<file path="config.mk">
export PLATFORM = sky130hd
export DESIGN_NAME = display_scan_ctrl
export DESIGN_NICKNAME = d
export VERILOG_FILES = /design/src/rtl/display_scan_ctrl.sv
export SDC_FILE = /design/constraint.sdc
export NUM_CORES = 1
export LEC_CHECK = 0
export ABC_AREA = 1
export CAP_MARGIN = 25
export CORE_UTILIZATION = 57
export CTS_CLUSTER_SIZE = 8
export DETAILED_ROUTE_END_ITERATION = 8
export PLACE_DENSITY = 0.79
export SLEW_MARGIN = 20
export SYNTH_ARGS = -nofsm -noshare
export SYNTH_HDL_FRONTEND = slang
export SYNTH_SLANG_ARGS = --single-unit
</file>
<file path="constraint.sdc">
create_clock -name clk -period 2.06 [get_ports clk]
set_input_delay 0.206 -clock clk [delete_from_list [all_inputs] [get_ports clk]]
set_output_delay 0.206 -clock clk [all_outputs]
set_load 0.03 [all_outputs]
</file>
<file path="src/rtl/display_scan_ctrl.sv">
// Time-multiplexed scan controller for a 3-digit 7-segment display.
// Digits are loaded into a pending register and only reach the display
// register at a frame boundary, so a frame never mixes old and new digits.
// Each slot starts with a short dead time (all anodes off) to avoid ghosting.
module display_scan_ctrl #(
    parameter int unsigned TICK_DIV       = 50000,
    parameter int unsigned BLANK_CYCLES   = 1,
    parameter bit          LZ_BLANK       = 1'b1,
    parameter bit          SEG_ACTIVE_LOW = 1'b1,
    parameter bit          AN_ACTIVE_LOW  = 1'b1
) (
    input  logic       clk,
    input  logic       rst_n,
    input  logic       enable,
    input  logic       load,
    input  logic [3:0] c,
    input  logic [3:0] d,
    input  logic [3:0] u,
    output logic [6:0] seg,
    output logic [2:0] an,
    output logic       frame_done,
    output logic       commit
);

    localparam int unsigned      CNT_W   = (TICK_DIV > 2) ? $clog2(TICK_DIV) : 1;
    localparam logic [CNT_W-1:0] CNT_MAX = CNT_W'(TICK_DIV - 1);
    localparam logic [6:0]       SEG_OFF = SEG_ACTIVE_LOW ? 7'h7F : 7'h00;
    localparam logic [2:0]       AN_OFF  = AN_ACTIVE_LOW ? 3'b111 : 3'b000;

    typedef enum logic [1:0] {StIdle, StC, StD, StU} state_e;

    state_e           state_q, state_d;
    logic [CNT_W-1:0] count_q, count_d;
    logic             tick;
    logic             boundary;

    // {hundreds, tens, units}
    logic [11:0]      pend_q, disp_q;
    logic             pend_flag_q;

    logic [6:0]       seg_d;
    logic [2:0]       an_d;

    function automatic logic [6:0] seg_decode(input logic [3:0] v);
        case (v)
            4'd0:    seg_decode = 7'h3F;
            4'd1:    seg_decode = 7'h06;
            4'd2:    seg_decode = 7'h5B;
            4'd3:    seg_decode = 7'h4F;
            4'd4:    seg_decode = 7'h66;
            4'd5:    seg_decode = 7'h6D;
            4'd6:    seg_decode = 7'h7D;
            4'd7:    seg_decode = 7'h07;
            4'd8:    seg_decode = 7'h7F;
            4'd9:    seg_decode = 7'h6F;
            default: seg_decode = 7'h40; // invalid BCD shows a dash
        endcase
    endfunction

    assign tick     = (state_q != StIdle) && (count_q == CNT_MAX);
    assign boundary = enable && tick && (state_q == StU);

    // State register and slot prescaler
    always_ff @(posedge clk or negedge rst_n) begin
        if (!rst_n) begin
            state_q <= StIdle;
            count_q <= '0;
        end else begin
            state_q <= state_d;
            count_q <= count_d;
        end
    end

    // Next-state: slot sequencing, prescaler restarts on every slot change
    always_comb begin
        state_d = state_q;
        count_d = count_q;
        if (!enable) begin
            state_d = StIdle;
            count_d = '0;
        end else if (state_q == StIdle) begin
            state_d = StC;
            count_d = '0;
        end else begin
            count_d = tick ? '0 : count_q + CNT_W'(1);
            if (tick) begin
                case (state_q)
                    StC:     state_d = StD;
                    StD:     state_d = StU;
                    default: state_d = StC;
                endcase
            end
        end
    end

    // Pending/display registers; a load in the boundary cycle keeps the flag set
    always_ff @(posedge clk or negedge rst_n) begin
        if (!rst_n) begin
            pend_q      <= '0;
            disp_q      <= '0;
            pend_flag_q <= 1'b0;
            frame_done  <= 1'b0;
            commit      <= 1'b0;
        end else begin
            frame_done <= boundary;
            commit     <= boundary && pend_flag_q;
            if (boundary && pend_flag_q) begin
                disp_q <= pend_q;
            end
            if (load) begin
                pend_q      <= {c, d, u};
                pend_flag_q <= 1'b1;
            end else if (boundary) begin
                pend_flag_q <= 1'b0;
            end
        end
    end

    // Output decode: current slot digit with leading-zero blanking and dead time
    always_comb begin
        logic [3:0] dig;
        logic       blank;
        logic [2:0] sel;
        logic [6:0] seg_raw;
        logic [2:0] an_raw;
        dig   = 4'd0;
        blank = 1'b1;
        sel   = 3'b000;
        case (state_q)
            StC: begin
                dig   = disp_q[11:8];
                blank = LZ_BLANK && (dig == 4'd0);
                sel   = 3'b100;
            end
            StD: begin
                dig   = disp_q[7:4];
                blank = LZ_BLANK && (disp_q[11:8] == 4'd0) && (dig == 4'd0);
                sel   = 3'b010;
            end
            StU: begin
                dig   = disp_q[3:0];
                blank = 1'b0;
                sel   = 3'b001;
            end
            default: ;
        endcase
        seg_raw = blank ? 7'h00 : seg_decode(dig);
        an_raw  = (32'(count_q) >= BLANK_CYCLES) ? sel : 3'b000;
        // Going dark is immediate once enable is sampled low
        if (!enable || state_q == StIdle) begin
            seg_raw = 7'h00;
            an_raw  = 3'b000;
        end
        seg_d = seg_raw ^ {7{SEG_ACTIVE_LOW}};
        an_d  = an_raw ^ {3{AN_ACTIVE_LOW}};
    end

    // Registered segment and anode drive
    always_ff @(posedge clk or negedge rst_n) begin
        if (!rst_n) begin
            seg <= SEG_OFF;
            an  <= AN_OFF;
        end else begin
            seg <= seg_d;
            an  <= an_d;
        end
    end

endmodule

</file>
==> qor.txt <==
Maximum fanout along the worst path - 10
Syn_nets - 394
Initial antenna violation count - 0
Max Slew Vio Count - 0
Routed length per instance - 11.7 um
Total GRT Usage - 22.7%
Met2 GRT Util - 37.8%
Flop pwr share - 50.6%
CORE AREA - 4820 sq um
Final core utilization - 68.5%
Leakage - 1.60 nW
Clk_skew - 0.0105 ns
Cell Int Power - 1.70 mW
Mapped cell area - 2890 sq um
Cells after Synth - 364
Worst R2R Start - state_q[1]
Slew headroom - 56.2%
Drt drc - 0
Chip width - 73.2 um
Clk buf depth - 2
Grt total ovfl - 0
Clock power share - 23.2%
DIE AREA - 5360 sq um
Hold Violations, Final - 0
# nets final - 423
CTS resizes - 0
CP Capture Type - flip-flop
Leading area contributor after synthesis - dfrtp_1
Inserted Diodes - 0
Vias post-DR - 2372
Share of the synthesized area in the top cell type - 38.9%
GPL Wtd Cong - 0.853
Hold Crit Class - input port to asynchronous set/reset pin
Final non-filler cell total - 461
Warnings from Yosys - 0
Starting density of the core - 60.0%
Final period utilization - 88.8%
Synth cell types - 27
M3 GR Usage - 5.11%
VDD IR-drop max - 522 uV
Postcts setup bufs - 0
Actual slew at the worst max-slew pin - 0.657 ns
Vias per cell - 5.15
Htree depth - 2
R2R depth - 6
Total Power - 2.53 mW
Layout cell share with drive strength beyond 1 - 10.4%
Largest net degree at the start of global routing - 56
Port bufs - 27
First drt pass iteration count - 4
Startpoint types - flip-flop
Iter 0 DRT Violations - 176
Vias in the first global route - 2135
Worst setup path class - flip-flop to flip-flop
Worst skew pair latency - 0.31 ns
Clock Sinks - 55
Unrepaired setup endpoints after global routing - no
Power per cell area - 767 nW/um^2
R2r endpoint - seg[4]
Top post-synthesis cells by area - dfrtp_1 (39%), nand2_1 (17%), dfstp_2 (9.1%)
Setup TNS Final - 0 ns
# rows - 25
Combinational Power Share - 26.2%
Top-Level Pins - 28
Most common cell after layout, fill and taps aside - nand2_1
Reg clk slew, reported paths - 0.10 ns
Sequential area share after synthesis - 48.0%
Final ANT Viol Nets - 0
Fmax achieved - 546 MHz
Met1 GRT Util - 29.7%
Most frequent cells in the layout - nand2_1 (132), dfrtp_1 (45), nor2_1 (42)
Outcome - completed
Avg Cell Area, Syn - 7.94 sq um
Post-DP HPWL - 4030 um
CP Data Arrival Time - 2.03 ns
CTS tree - built
Area delta synth->final - 14.2%
Final wirelength - 5390 um
Top Usage Layer GRT - met2
Max_cap viols - 0
First-pass GRT wire length - 9410 um
Clk root buf - clkbuf_8
Die height - 73.2 um
CP required - 2.26 ns
Psw - 0.832 mW
#FFs+latches synth - 55
R2R setup slack - 0.23 ns
# hold bufs at CTS - 0
# setup viols final - 0
Final min period - 1.83 ns
Cts bufs inserted - 5
Placed Cells - 453
Sw frac - 32.8%
[worst max-delay path by stage]
stage | startpoint | end | slack [ns] | cells past startpoint
floorplan | state_q[0] | seg[4] | 0.45 | 11
global placement | state_q[1] | seg[4] | 0.36 | 11
detailed placement | state_q[0] | seg[4] | 0.21 | 11
CTS | state_q[1] | seg[4] | 0.19 | 11
global route | state_q[1] | seg[4] | 0.03 | 11
finish | state_q[1] | seg[4] | 0.23 | 6
[sequential cells by signal (all words and copies together) (netlist names)]
register / flops
frame_done: 1
seg: 7
pend_flag_q: 1
pend_q: 12
state_q: 2
commit: 1
an: 3
disp_q: 12
count_q: 16
[synthesized netlist by cell type (all sizes together)]
| cell type | count |
|---|---|
| nand3b | 4 |
| ha | 14 |
| inv | 36 |
| buf | 7 |
| xor2 | 1 |
| nor3 | 4 |
| dfstp | 10 |
| o21bai | 2 |
| clkinv | 1 |
| o21ai | 2 |
| dfrtp | 45 |
| nand4 | 18 |
| nor3b | 3 |
| nand2 | 133 |
| clkbuf | 2 |
| nand3 | 29 |
| nor2 | 48 |
| o211ai | 1 |
| a21oi | 4 |
[cell families (layout without fill, tap and decap cells)]
kind of cell	after synthesis	in the layout	share of synthesized area [%]
DFF	55	55	48.0
and+or+nand+nor	239	239	36.8
buffers and inverters	46	76	7.01
adders and majority gates	14	14	6.06
AOI/OAI and AO/OA	9	9	1.82
xor gates and xnor gates	1	1	0.303
[through the flow]
stage          hold slack (ns)  instance area, sq um  setup WS (ns)
3_5_place_dp             0.367                  3210          0.205
5_1_grt                 0.0765                  3300         0.0259
2_1_floorplan          -0.0896                  2890          0.451
3_3_place_gp             0.362                  3210          0.358
4_1_cts                 0.0341                  3300          0.185
6_report               0.00282                  3300          0.230
[final cells by class]
| class | count | area, sq um |
|---|---|---|
| inverters | 37 | 140 |
| well taps | 67 | 83.8 |
| multi-input cells | 263 | 1310 |
| clock buffers | 6 | 72.6 |
| fillers | 417 | 1520 |
| clock inverters | 2 | 16.3 |
| repair buffers | 31 | 295 |
| flip-flops and latches | 55 | 1390 |
[layer usage]
layer	up-vias	wire length [um]
met1	1097	2540
li1	1206	-
met4	0	54
met2	63	2550
met5	-	0
met3	6	244
[power groups by stage]
stage | combinational, mW | clock [mW] | sequential (mW)
after CTS | 0.661 | 0.603 | 1.28
final | 0.664 | 0.588 | 1.28
after global routing | 0.733 | 0.644 | 1.29
after global placement | 0.647 | 0 | 1.29
after floorplan | 0.295 | 0 | 1.41
after detailed placement | 0.658 | 0 | 1.30
[worst max-delay path: stages, from the launching register on]
cell	delay, ns
dfrtp_1	0.43
inv_1	0.11
ha_1	0.21
inv_2	0.14
nand2_1	0.15
a21oi_1	0.48
nand3_1	0.21
Note: power is estimated with default switching activity, not from simulation.
